### src/rtl/sig_pkg.sv
// Shared lamp codes, phase encodings and default timing for the intersection scheduler.
package sig_pkg;

    typedef enum logic [1:0] {
        PhAllred = 2'd0,
        PhGreen  = 2'd1,
        PhYellow = 2'd2
    } phase_e;

    localparam logic [1:0] LampRed    = 2'd0;
    localparam logic [1:0] LampYellow = 2'd1;
    localparam logic [1:0] LampGreen  = 2'd2;

    localparam int unsigned DefNAppr      = 4;
    localparam int unsigned DefCw         = 4;
    localparam int unsigned DefMinGreen   = 5;
    localparam int unsigned DefMaxGreen   = 12;
    localparam int unsigned DefYelTime    = 3;
    localparam int unsigned DefAllredTime = 2;

    function automatic int unsigned idx_width(input int unsigned n);
        return (n > 1) ? $clog2(n) : 1;
    endfunction

endpackage

### src/rtl/rr_pick.sv
// Combinational round-robin picker: first requester after i_cur, wrapping, with i_cur itself last.
module rr_pick #(
    parameter int unsigned N  = 4,
    parameter int unsigned IW = 2
) (
    input  logic [N-1:0]  i_req,
    input  logic [IW-1:0] i_cur,
    output logic [IW-1:0] o_next,
    output logic          o_any
);

    logic [IW-1:0] w_idx;

    // Scan farthest-first so the nearest requester after i_cur is written last and wins.
    always_comb begin
        o_next = '0;
        o_any  = 1'b0;
        w_idx  = '0;
        for (int k = int'(N); k >= 1; k--) begin
            w_idx = IW'((int'(i_cur) + k) % int'(N));
            if (i_req[w_idx]) begin
                o_next = w_idx;
                o_any  = 1'b1;
            end
        end
    end

endmodule

### src/rtl/sig_sched.sv
// Round-robin GREEN/YELLOW/ALL-RED phase scheduler for N approaches.
// Optional emergency preemption is enabled by defining SIG_EMERG_PREEMPT_EN.
module sig_sched
    import sig_pkg::*;
#(
    parameter int unsigned N_APPR      = DefNAppr,
    parameter int unsigned CW          = DefCw,
    parameter int unsigned MIN_GREEN   = DefMinGreen,
    parameter int unsigned MAX_GREEN   = DefMaxGreen,
    parameter int unsigned YEL_TIME    = DefYelTime,
    parameter int unsigned ALLRED_TIME = DefAllredTime,
    localparam int unsigned IW         = idx_width(N_APPR)
) (
    input  logic                  clock,
    input  logic                  clear,
    input  logic [N_APPR-1:0]     req,
`ifdef SIG_EMERG_PREEMPT_EN
    input  logic                  emerg,
    input  logic [IW-1:0]         emerg_id,
`endif
    output logic [2*N_APPR-1:0]   sig,
    output logic [N_APPR-1:0]     grant,
    output logic [1:0]            phase
);

    localparam logic [CW-1:0] MinGreenLast = CW'(MIN_GREEN - 1);
    localparam logic [CW-1:0] MaxGreenLast = CW'(MAX_GREEN - 1);
    localparam logic [CW-1:0] YelLast      = CW'(YEL_TIME - 1);
    localparam logic [CW-1:0] AllredLast   = CW'(ALLRED_TIME - 1);
    localparam logic [CW-1:0] TimerMax     = '1;

    phase_e             r_phase;
    logic [IW-1:0]      r_cur;
    logic [CW-1:0]      r_timer;

    logic [N_APPR-1:0]  w_cur_oh;
    logic               w_other;
    logic               w_green_done;
    logic               w_leave_green;
    logic [IW-1:0]      w_rr_next;
    logic               w_rr_any;
    logic [IW-1:0]      w_next_cur;

    rr_pick #(
        .N  (N_APPR),
        .IW (IW)
    ) u_rr_pick (
        .i_req  (req),
        .i_cur  (r_cur),
        .o_next (w_rr_next),
        .o_any  (w_rr_any)
    );

    assign w_cur_oh = {{(N_APPR-1){1'b0}}, 1'b1} << r_cur;
    assign w_other  = |(req & ~w_cur_oh);

    // Green ends only when someone else waits: early once the owner leaves, else at the cap.
    assign w_green_done = w_other &&
                          (((r_timer >= MinGreenLast) && !req[r_cur]) ||
                           (r_timer >= MaxGreenLast));

`ifdef SIG_EMERG_PREEMPT_EN
    assign w_leave_green = (emerg && (emerg_id != r_cur)) ||
                           (!(emerg && (emerg_id == r_cur)) && w_green_done);
    assign w_next_cur    = emerg ? emerg_id : (w_rr_any ? w_rr_next : '0);
`else
    assign w_leave_green = w_green_done;
    assign w_next_cur    = w_rr_any ? w_rr_next : '0;
`endif

    always_ff @(posedge clock) begin
        if (clear) begin
            r_phase <= PhAllred;
            r_cur   <= '0;
            r_timer <= '0;
        end else begin
            r_timer <= (r_timer == TimerMax) ? r_timer : r_timer + 1'b1;
            case (r_phase)
                PhAllred: begin
                    if (r_timer == AllredLast) begin
                        r_phase <= PhGreen;
                        r_cur   <= w_next_cur;
                        r_timer <= '0;
                    end
                end
                PhGreen: begin
                    if (w_leave_green) begin
                        r_phase <= PhYellow;
                        r_timer <= '0;
                    end
                end
                PhYellow: begin
                    if (r_timer == YelLast) begin
                        r_phase <= PhAllred;
                        r_timer <= '0;
                    end
                end
                default: begin
                    r_phase <= PhAllred;
                    r_timer <= '0;
                end
            endcase
        end
    end

    always_comb begin
        sig   = '0;
        grant = '0;
        for (int i = 0; i < int'(N_APPR); i++) begin
            if (IW'(i) == r_cur) begin
                if (r_phase == PhGreen) begin
                    sig[2*i +: 2] = LampGreen;
                    grant[i]      = 1'b1;
                end else if (r_phase == PhYellow) begin
                    sig[2*i +: 2] = LampYellow;
                    grant[i]      = 1'b1;
                end
            end
        end
    end

    assign phase = r_phase;

endmodule

### config.mk
export PLATFORM = sky130hd
export DESIGN_NAME = sig_sched
export DESIGN_NICKNAME = d
export VERILOG_FILES = /design/src/rtl/sig_pkg.sv /design/src/rtl/rr_pick.sv /design/src/rtl/sig_sched.sv
export SDC_FILE = /design/constraint.sdc
export NUM_CORES = 1
export LEC_CHECK = 0
export ABC_AREA = 1
export CAP_MARGIN = 20
export CORE_MARGIN = 5
export CORE_UTILIZATION = 46
export CTS_BUF_LIST = sky130_fd_sc_hd__clkbuf_8
export DETAILED_ROUTE_END_ITERATION = 12
export GPL_TIMING_DRIVEN = 1
export PLACE_DENSITY = 0.89
export SLEW_MARGIN = 5
export SYNTH_ARGS = -nofsm -noshare
export SYNTH_HDL_FRONTEND = slang
export SYNTH_SLANG_ARGS = --single-unit
### constraint.sdc
create_clock -name clock -period 1.5 [get_ports clock]
set_clock_uncertainty 0.15 [all_clocks]
set_input_delay 0.225 -clock clock [delete_from_list [all_inputs] [get_ports clock]]
set_output_delay 0.225 -clock clock [all_outputs]
set_load 0.1 [all_outputs]
==> PnR_summary.wiki, run 1 <==
{| class="wikitable"
! Metric !! Value
|-
| Status || aborted with a tool error
|-
| Synth Register Bits || 8
|-
| Synth top area cells || sky130_fd_sc_hd__nand2_1, sky130_fd_sc_hd__dfxtp_1, sky130_fd_sc_hd__ha_1
|-
| Cells after Synth || 140
|-
| Overall die width || 52.4 um
|-
| Terminating stage of the flow || clock tree synthesis (4_1_cts)
|-
| Part of the Yosys area used for sequential elements || 19.3%
|-
| Synthesized area || 828 um^2
|-
| Run Error || [ERROR DPL-0033] detailed placement checks failed during check placement.
|-
| Detail Placement HPWL || 2170 um
|-
| TritonCTS Buffers || 3
|-
| Number of distinct standard cells referenced by the synthesized netlist || 16
|-
| Count of port buffers added during placement || 19
|-
| Synth Area per Inst || between 5 and 6 um^2
|-
| Root buffer selected by CTS || sky130_fd_sc_hd__clkbuf_8
|-
| Number of placed cells counting well taps || ~200
|-
| H-tree depth reported by CTS || 1
|-
| Number of setup buffers added after CTS || 7
|-
| Clock Sinks || 8
|-
| Buffers from clock root to sink, at most || 2
|-
| Net count of the mapped netlist || 158
|-
| CTS resizes || 44
|-
| I/O pin count || 20
|-
| Fraction of synthesized cell area taken by the top area cell type || between 20% and 30%
|-
| Row count || 15
|-
| Synth Warn # || 0
|-
| RePlAce Congestion || 0.848
|-
| Die boundary height || 52.4 um
|-
| Effective utilization at floorplan || between 40 and 50%
|-
| CTS Hold Bufs || 0
|-
| Largest area contributor in the netlist || sky130_fd_sc_hd__nand2_1
|}
cells in the mapped netlist, drive strengths merged:
library cell	count
nand2	54
dfxtp	8
xor2	2
a21oi	4
inv	31
nand4	3
nor2	11
or2	1
o21ai	3
ha	12
and2	1
nand3	10
cells by family after synthesis:
logic type      Yosys count  synth area share [%]
xor+xnor                  2                  2.12
fa+ha+maj                12                  18.1
simple gates             80                  41.7
flops                     8                  19.3
compound gates            7                  4.68
buf+inv                  31                  14.0
per-stage QoR:
stage / TNS (ns) / area (um^2) / worst slack (ns) / hold slack, ns
2_1_floorplan: -2.57 / 946 / -0.229 / 0.134
3_3_place_gp: -1.05 / 1420 / -0.173 / 0.370
3_5_place_dp: -1.73 / 1420 / -0.260 / 0.377
==> inputs of run 2 (changes only) <==
CORE_AREA = 5 5 66 68   (was unset)
CORE_MARGIN = unset   (was 5)
CORE_UTILIZATION = unset   (was 46)
CTS_BUF_LIST = unset   (was sky130_fd_sc_hd__clkbuf_8)
DIE_AREA = 0 0 71 73   (was unset)
PLACE_DENSITY = unset   (was 0.89)
PLACE_DENSITY_LB_ADDON = 0.15   (was unset)
clock period = 2 ns   (was 1.5 ns; I/O delays follow)
==> PnR_summary.wiki, run 2 <==
{| class="wikitable"
! Metric !! Value
|-
| Status || completed
|-
| Number of enable-type register cells in the synthesized netlist || 0 (unchanged)
|-
| Total vias in the final route || 841
|-
| Sum of buffers and inverters on the critical path || 3
|-
| Fraction of synthesized cell area taken by the top area cell type || 21.8% (unchanged)
|-
| Synth Area per Inst || 5.92 um^2 (unchanged)
|-
| Die outline area || 0.00518 mm^2
|-
| Largest area contributor in the netlist || sky130_fd_sc_hd__nand2_1
|-
| Number of antenna cells inserted || 0
|-
| Final worst slack || 0.120 ns
|-
| Number of gates on the worst path with buffers counted || 5
|-
| Highest-count cells in the layout ignoring fill and taps || sky130_fd_sc_hd__nand2_1, sky130_fd_sc_hd__inv_1, sky130_fd_sc_hd__ha_1, sky130_fd_sc_hd__buf_12, sky130_fd_sc_hd__nor2_1
|-
| Hold path cells || 2
|-
| Clock latency on the worst-skew pair || ~0.23 ns
|-
| Clock slew at reported path FFs || 0.04 ns
|-
| Root buffer selected by CTS || sky130_fd_sc_hd__clkbuf_8
|-
| Overall die width || 71 um (+35%)
|-
| Category of the critical setup timing path || flop to output port
|-
| Part of the Yosys area used for sequential elements || 19.3% (unchanged)
|-
| Number of DRC markers after the initial detailed-route iteration || 35
|-
| H-tree depth reported by CTS || 1 (unchanged)
|-
| Die boundary height || 73 um (+39%)
|-
| Count of fill cells added during filler insertion || 425
|-
| Arrival time at the worst endpoint || 1.43 ns
|-
| Worst hold endpoint || phase[0]
|-
| Capturing point of the worst reg2reg path || r_timer[2]
|-
| RSZ-0062 raised after global routing || false
|-
| Worst-margin pin slew || 0.265 ns
|-
| Largest register by flop count || r_timer
|-
| GRT Resource Usage Total || 8.69%
|-
| CTS resizes || 0 (-100%)
|-
| Total power per unit cell area || approximately 1500 mW/mm^2
|-
| Post-detailed-route wirelength per cell || 9.51 um
|-
| Final slew viol count || 0
|-
| Antenna Violating Nets Remaining || 0
|-
| Remaining Overflow, GRT || 0
|-
| Detail Placement HPWL || 1760 um (-19%)
|-
| Final core utilization || 33.5%
|-
| Synthesized area || 828 um^2 (unchanged)
|-
| Internal reg-to-reg setup slack || between 0.2 and 0.3 ns
|-
| Critical Path Source Type || flop
|-
| Worst Hold Class || flop to flop
|-
| Peak supply drop || 0.529 mV
|-
| Clock Sinks || 8 (unchanged)
|-
| Number of distinct standard cells referenced by the synthesized netlist || 16 (unchanged)
|-
| Row count || 23 (+8)
|-
| RePlAce Congestion || 0.817 (-3.6%)
|-
| Synthesis-to-finish area growth || 53.5%
|-
| Share of async-settable or async-resettable flops after synthesis || 0% (unchanged)
|-
| Most instantiated flip-flop cell in the synthesis netlist || sky130_fd_sc_hd__dfxtp_1
|-
| Number of setup buffers added after CTS || 0 (-7)
|-
| Synth top area cells || sky130_fd_sc_hd__nand2_1, sky130_fd_sc_hd__dfxtp_1, sky130_fd_sc_hd__ha_1
|-
| Core Box Area || 0.00380 mm^2
|-
| I/O pin count || 20 (unchanged)
|-
| Final Hold Vio Count || 0
|-
| TritonCTS Buffers || 3 (unchanged)
|-
| Count of port buffers added during placement || 19 (unchanged)
|-
| Antenna violations before repair || 0
|-
| Routed WL || 2040 um
|-
| Achievable clock frequency || 532 MHz
|-
| Final worst path period need || 1.88 ns
|-
| Most instantiated library cell after synthesis || sky130_fd_sc_hd__nand2_1
|-
| Buffers from clock root to sink, at most || 2 (unchanged)
|-
| Crit path cell chain || inv_1 > ha_1 > nand2_1 > clkinvlp_4 > buf_12
|-
| Summed negative setup slack over all endpoints || 0 ns
|-
| CP max FO || 5
|-
| Most common cell after layout, fill and taps aside || sky130_fd_sc_hd__nand2_1
|-
| Synth Warn # || 0 (unchanged)
|-
| Synth Register Bits || 8 (unchanged)
|-
| CTS tree || built
|-
| Global-route wire length before repair || 3590 um
|-
| Critical path endpoint category || output port
|-
| Design Power || 1.93 mW
|-
| Pin count of the biggest net entering global routing || 8
|-
| Number of global-route vias before repair || 838
|-
| Reg2reg start || r_cur[0]
|-
| Period Utilization, post-route || 94.0%
|-
| Worst hold start || phase[0]
|-
| Count of max-cap constraint violations || 0
|-
| Final layout net count || 183
|-
| Cell leakage power || 0.651 nW
|-
| Maximum cell stage delay along the critical path || 0.40 ns
|-
| First-pass iteration count of the detailed router || 4
|-
| Largest register FFs || 4
|-
| DRC violations left || 0
|-
| Worst Path Required || 1.55 ns
|-
| Top cells by count, synth || sky130_fd_sc_hd__nand2_1, sky130_fd_sc_hd__inv_1, sky130_fd_sc_hd__ha_1, sky130_fd_sc_hd__nor2_1, sky130_fd_sc_hd__nand3_1
|-
| Effective utilization at floorplan || 21.8% (-26 points)
|-
| Endpoints failing setup || 0
|-
| CTS Hold Bufs || 0 (unchanged)
|-
| Slowest cell on the critical path || sky130_fd_sc_hd__dfxtp_1
|-
| Cells after Synth || 140 (unchanged)
|-
| Net count of the mapped netlist || 158 (unchanged)
|-
| Worst-case headroom to the max-slew limit || 82.3%
|-
| Minimum setup slack after placement || 0.232 ns (+0.492 ns)
|-
| Largest delay contributor family on the critical path || buffers and inverters
|-
| Share of layout cells above drive strength 1 || just over 20%
|-
| Via density per instance || 3.93
|-
| Logic depth of the worst register-to-register path || 12
|}
[run 2: cell type report]
cell class | instances | area (um^2) | share of cell area, %
flip-flops and latches | 8 | 168 | 13.2
multi-input cells | 101 | 552 | 43.4
well taps | 50 | 62.6 | 4.92
clock buffers | 4 | 45.0 | 3.54
repair buffers | 20 | 313 | 24.6
inverters | 31 | 131 | 10.3
[run 2: power by group]
part	internal (mW)	total [mW]	switching, mW
clock	0.138	0.203	0.0650
sequential	0.226	0.301	0.0755
combinational	0.472	1.42	0.952
[run 2: metrics by stage]
stage          cells  hold WS (ns)  area (um^2)
3_3_place_gp     210         0.349         1230
5_1_grt          214         0.401         1270
3_5_place_dp     210         0.351         1230
4_1_cts          214         0.359         1270
2_1_floorplan    140         0.209          851
6_report         214         0.359         1270
[run 2: worst max-delay path by stage]
stage | from | slack [ns] | end
after floorplan | phase[0] | 0.02 | grant[3]
after global placement | req[1] | 0.23 | r_timer[3]
after detailed placement | r_cur[0] | 0.23 | r_timer[1]
after CTS | r_cur[0] | 0.09 | grant[2]
after global routing | r_cur[1] | 0.01 | grant[1]
final | r_cur[1] | 0.12 | grant[1]
[run 2: kinds of logic (layout without fill, tap and decap cells)]
kind of cell	Yosys count	after routing	synth area share (%)
AND/OR/NAND/NOR	80	80	41.7
buffers and inverters	31	55	14.0
adder cells (fa/ha/maj)	12	12	18.1
flip-flops	8	8	19.3
AO/OA/AOI/OAI	7	7	4.68
XOR/XNOR	2	2	2.12
[run 2: tightest hold or removal path: stages (launching register included)]
cell and delay [ns]:
sky130_fd_sc_hd__dfxtp_4 0.35, sky130_fd_sc_hd__nand2_1 0.06, sky130_fd_sc_hd__a21oi_1 0.05
[run 2: layer usage]
layer	global-route usage (%)	wire length (um)	vias to the layer above
met1	9.40	902	354
met2	15.6	971	22
met3	2.34	140	2
met5	0	0	-
met4	4.38	21	0
li1	-	-	463
No activity file was read; power rests on OpenSTA's default activity.
